--- src/rtl/softmax_norm.sv ---
// Softmax normaliser: buffers N_SCORES exp() scores and emits e_i/sum(e) in UQ0.8 via a bit-serial divider.
// Optional macro SOFTMAX_ROUND_EN selects round-half-up division instead of truncation.
//
// state | meaning
// FILL  | accepting scores, accumulating the sum
// DIV   | 9-cycle restoring division for weight idx
// OUT   | weight idx presented, waiting for m_ready
module softmax_norm #(
  parameter int N_SCORES = 4,
  parameter int IN_W     = 9,
  parameter int OUT_W    = 8
) (
  input  logic             clk,
  input  logic             rst_n,
  input  logic             s_valid,
  output logic             s_ready,
  input  logic [IN_W-1:0]  s_data,
  output logic             m_valid,
  input  logic             m_ready,
  output logic [OUT_W-1:0] m_data,
  output logic             m_last
);

  localparam int SUM_W = IN_W + $clog2(N_SCORES);
  localparam int IDX_W = $clog2(N_SCORES);
  localparam int Q_W   = OUT_W + 1;
  localparam int REM_W = SUM_W + Q_W;
  localparam int CNT_W = $clog2(Q_W);

  localparam logic [CNT_W-1:0] CNT_LOAD = CNT_W'(Q_W - 1);
  localparam logic [IDX_W-1:0] LAST_IDX = IDX_W'(N_SCORES - 1);
  localparam logic [Q_W-1:0]   Q_MAX    = Q_W'((1 << OUT_W) - 1);

  typedef enum logic [1:0] {
    FILL,
    DIV,
    OUT
  } state_t;

  state_t state, state_next;

  logic [IN_W-1:0]  score_buf [N_SCORES];
  logic [SUM_W-1:0] sum;
  logic [IDX_W-1:0] idx;
  logic [CNT_W-1:0] bit_cnt;
  logic [REM_W-1:0] rem;
  logic [OUT_W-1:0] q;

  logic [REM_W-1:0] round_term;
  logic [REM_W-1:0] dividend;
  logic [REM_W-1:0] rem_cur;
  logic [REM_W-1:0] div_term;
  logic [REM_W-1:0] rem_next;
  logic             take;
  logic [Q_W-1:0]   q_next;
  logic [OUT_W-1:0] weight;

`ifdef SOFTMAX_ROUND_EN
  assign round_term = REM_W'(sum >> 1);
`else
  assign round_term = '0;
`endif

  // The first DIV cycle takes the dividend directly, so sum is already final when it is used.
  always_comb begin
    dividend = REM_W'({score_buf[idx], {OUT_W{1'b0}}}) + round_term;
    rem_cur  = (bit_cnt == CNT_LOAD) ? dividend : rem;
    div_term = REM_W'(sum) << bit_cnt;
    take     = (rem_cur >= div_term);
    rem_next = take ? (rem_cur - div_term) : rem_cur;
    q_next   = {q, take};
    if (sum == '0) begin
      weight = '0;
    end else if (q_next > Q_MAX) begin
      weight = '1;
    end else begin
      weight = q_next[OUT_W-1:0];
    end
  end

  always_ff @(posedge clk) begin
    if (!rst_n) begin
      state <= FILL;
    end else begin
      state <= state_next;
    end
  end

  always_comb begin
    state_next = state;
    s_ready    = 1'b0;
    m_valid    = 1'b0;
    case (state)
      FILL: begin
        s_ready = 1'b1;
        if (s_valid && idx == LAST_IDX) begin
          state_next = DIV;
        end
      end
      DIV: begin
        if (bit_cnt == '0) begin
          state_next = OUT;
        end
      end
      OUT: begin
        m_valid = 1'b1;
        if (m_ready) begin
          state_next = m_last ? FILL : DIV;
        end
      end
      default: state_next = FILL;
    endcase
  end

  always_ff @(posedge clk) begin
    if (!rst_n) begin
      for (int i = 0; i < N_SCORES; i++) begin
        score_buf[i] <= '0;
      end
      sum     <= '0;
      idx     <= '0;
      bit_cnt <= CNT_LOAD;
      rem     <= '0;
      q       <= '0;
      m_data  <= '0;
      m_last  <= 1'b0;
    end else begin
      case (state)
        FILL: begin
          if (s_valid) begin
            score_buf[idx] <= s_data;
            sum            <= sum + SUM_W'(s_data);
            idx            <= (idx == LAST_IDX) ? '0 : idx + IDX_W'(1);
            bit_cnt        <= CNT_LOAD;
          end
        end
        DIV: begin
          rem     <= rem_next;
          q       <= q_next[OUT_W-1:0];
          bit_cnt <= bit_cnt - CNT_W'(1);
          if (bit_cnt == '0) begin
            m_data <= weight;
            m_last <= (idx == LAST_IDX);
          end
        end
        OUT: begin
          if (m_ready) begin
            bit_cnt <= CNT_LOAD;
            if (m_last) begin
              sum <= '0;
              idx <= '0;
            end else begin
              idx <= idx + IDX_W'(1);
            end
          end
        end
        default: ;
      endcase
    end
  end

endmodule

--- config.mk ---
export PLATFORM = sky130hd
export DESIGN_NAME = softmax_norm
export DESIGN_NICKNAME = d
export VERILOG_FILES = /design/src/rtl/softmax_norm.sv
export SDC_FILE = /design/constraint.sdc
export NUM_CORES = 1
export LEC_CHECK = 0
export BUFFER_PORTS_ARGS = -buffer_cell sky130_fd_sc_hd__buf_2
export CAP_MARGIN = 20
export CORE_ASPECT_RATIO = 1.75
export CORE_MARGIN = 5
export CORE_UTILIZATION = 61
export CTS_BUF_LIST = sky130_fd_sc_hd__clkbuf_16
export CTS_CLUSTER_DIAMETER = 40
export CTS_CLUSTER_SIZE = 12
export DETAILED_ROUTE_END_ITERATION = 8
export PLACE_DENSITY = 0.81
export RECOVER_POWER = 50
export SLEW_MARGIN = 20
export SYNTH_ARGS = -nofsm -noshare
export SYNTH_HDL_FRONTEND = slang
export SYNTH_SLANG_ARGS = --single-unit
--- constraint.sdc ---
create_clock -name clk -period 5.9 [get_ports clk]
set_input_delay 0.59 -clock clk [delete_from_list [all_inputs] [get_ports clk]]
set_output_delay 0.59 -clock clk [all_outputs]
set_load 0.02 [all_outputs]
==> impl_metrics.tcl <==
set metrics [dict create \
    hold_violations 0 \
    path_max_fanout 16 \
    finalCoreUtilization 0.663 \
    grt_pass1_vias 5042 \
    finalSetupViolCount 0 \
    critPathKind "reg -> reg" \
    fin_crit_sh 0.851 \
    synth_nets 702 \
    synth_ff_type "dfxtp_1" \
    drt-initial-drc-count 350 \
    dr.pass1.iters 6 \
    synth_most_common_cell "nand2_1" \
    fin_skew_ns 0.0103 \
    antenna_left 0 \
    drive_above_1_share 0.116 \
    area_growth_pct 7.54 \
    cp.arrival_ns 5.28 \
    reg2reg_depth 12 \
    leakagePower_uw 0.00248 \
    end_kind "flop" \
    violations "capacitance limit, slew limit" \
    fmax_ghz 0.199 \
    crit-reg2reg-capture "rem[3]" \
    synth_enable_flop_cells 36 \
    gr-total-overflow 0 \
    power_density_nw_per_um2 299 \
    wl_um 15500 \
    vias 5044 \
    run_status "complete, but fails checks" \
    die_h_um 142 \
    drc 0 \
    cts_hold_buf 0 \
    cap_violations 1 \
    ys_seq_elements 94 \
    post-synth-top-area-cell "dfxtp_1" \
    wl_per_cell_um 19.7 \
    fin_hold_ws_ns 0.453 \
    dp_hpwl_um 11700 \
    clkLatencyLatePin_ns 0.35 \
    antenna_found_initial 0 \
    cts_buffers 9 \
    synth.distinct_cells 68 \
    diodes 0 \
    rsz0062_at_grt "false" \
    num_rows 48 \
    gp_congestion 0.950 \
    yosysWarnings 0 \
    root_buffer "clkbuf_16" \
    yosys-top-cells-count "nand2_1, dfxtp_1, a21oi_1, o21ai_0, edfxtp_1" \
    crit_required_ns 6.16 \
    total_power_uw 1940 \
    tns_ns 0 \
    rrSetupSlack_ns 0.88 \
    synth_seq_area_share 0.371 \
    grt_use_total 0.261 \
    crit_start "bit_cnt[3]" \
    syn-mean-instance-area_sq_um 9.21 \
    finalNetCount 707 \
    cts_setup_buffers 0 \
    placed_area_sq_um 6210 \
    routed_via_density 6.38 \
    core_sq_um 9790 \
    syn_area_sq_um 6040 \
    cts_tree "built" \
    grt_pass1_wl_um 24900 \
    min_period_ns 5.02 \
    slew_viol_final 35 \
    synth_top_area_share 0.192 \
    r2r-start "bit_cnt[3]" \
    portBuffers 23 \
    cp-start-kind "flop" \
    ir_drop_mv 0.285 \
    design_area_sq_um 6490 \
    synthCells 656 \
    synth_area_leaders "dfxtp_1, edfxtp_1, ha_1, mux4_2, a21oi_1" \
    cts.clk_slew.worst_paths_ns 0.07 \
    relSlewSlack -0.133 \
    clk_path_buf_depth 2 \
    nFillCells 782 \
    h-tree-depth 3 \
    grt_max_degree 35 \
    die-width_um 85.2 \
    hold_path.class "reg -> reg" \
    fp.dieArea_sq_um 12100 \
    io_pins 24 \
    async_reset_ff_frac 0 \
    tightest_slew_ns 1.70 \
    numClockSinks 94 \
    cts.repair.resized 0 \
    endpoint "rem[3]" \
    initial_core_util 0.617 \
]
## registers in the layout, summed over array words and instances, names as in the netlist, named ones only
name	cells
m_last	1
sum	11
m_data	8
q	8
rem	20
bit_cnt	4
score_buf	36
idx	2
state	2
## through the flow
step                std cells  setup slack (ns)
detailed placement        775              1.07
global route              791             0.450
global placement          775              1.17
finish                    791             0.878
floorplan                 656              1.82
CTS                       791              1.01
## layout by cell type, fill, tap and decap left out, types with 13 or more instances in the layout
cell      instances
clkbuf_1         15
mux4_2           15
edfxtp_1         36
o21ai_0          44
ha_1             31
nor2_1           35
inv_1            22
a31oi_1          13
and2_1           22
dfxtp_1          58
xnor2_1          13
and3_1           15
mux2_2           14
nand2_1          62
a21oi_1          56
nand3_1          27
## power breakdown
| group | internal, uW | leakage [uW] | total [uW] | switching (uW) |
|---|---|---|---|---|
| sequential | 702 | 0.000844 | 738 | 35.3 |
| clock | 340 | 0.000155 | 614 | 274 |
| combinational | 243 | 0.00148 | 590 | 347 |
| total | 1290 | 0.00248 | 1940 | 657 |
## worst max-delay path, stage by stage, from the launching register on
cell and delay (ns):
dfxtp_1 0.57, clkinv_1 0.33, nor2_1 0.69, nand2_1 0.62, mux2_2 0.46, ha_1 0.44
and4_4 0.31, nand4_4 0.13, o41a_1 0.46, o211ai_2 0.11, a211o_4 0.27, nand4_4 0.19
o32ai_2 0.35
## worst min path at each step
stage	startpoint	end	slack, ns	cells past startpoint
after global routing	m_data[1]	m_data[1]	0.48	2
after floorplan	q[0]	q[1]	0.44	2
after CTS	m_data[1]	m_data[1]	0.45	2
after global placement	m_data[2]	m_data[2]	0.44	2
after detailed placement	m_data[1]	m_data[1]	0.44	2
final	m_data[1]	m_data[1]	0.45	2
## logic make-up (layout without fill, tap and decap cells)
family | Yosys count | in the layout | share of synthesized area
compound gates | 185 | 185 | 0.195
xor+xnor | 20 | 20 | 0.0290
mux | 39 | 39 | 0.0986
fa+ha+maj | 33 | 33 | 0.0709
buf+inv | 56 | 66 | 0.0367
simple gates | 229 | 229 | 0.198
flops | 94 | 94 | 0.371
## per-layer routing
layer	wire, um	vias to the layer above	track usage
met5	0	-	0
li1	-	2434	-
met2	8370	163	0.476
met1	5760	2394	0.282
met4	795	0	0.143
met3	623	53	0.0424
## cell type report
cell class              count  area (sq um)  area share
well taps                 125           156      0.0241
clock inverters             7          87.6      0.0135
clock buffers               9           225      0.0347
inverters                  23          86.3      0.0133
flip-flops and latches     94          2240       0.345
repair buffers             27           119      0.0183
multi-input cells         506          3580       0.551
Power figures use the tool's default switching activity.
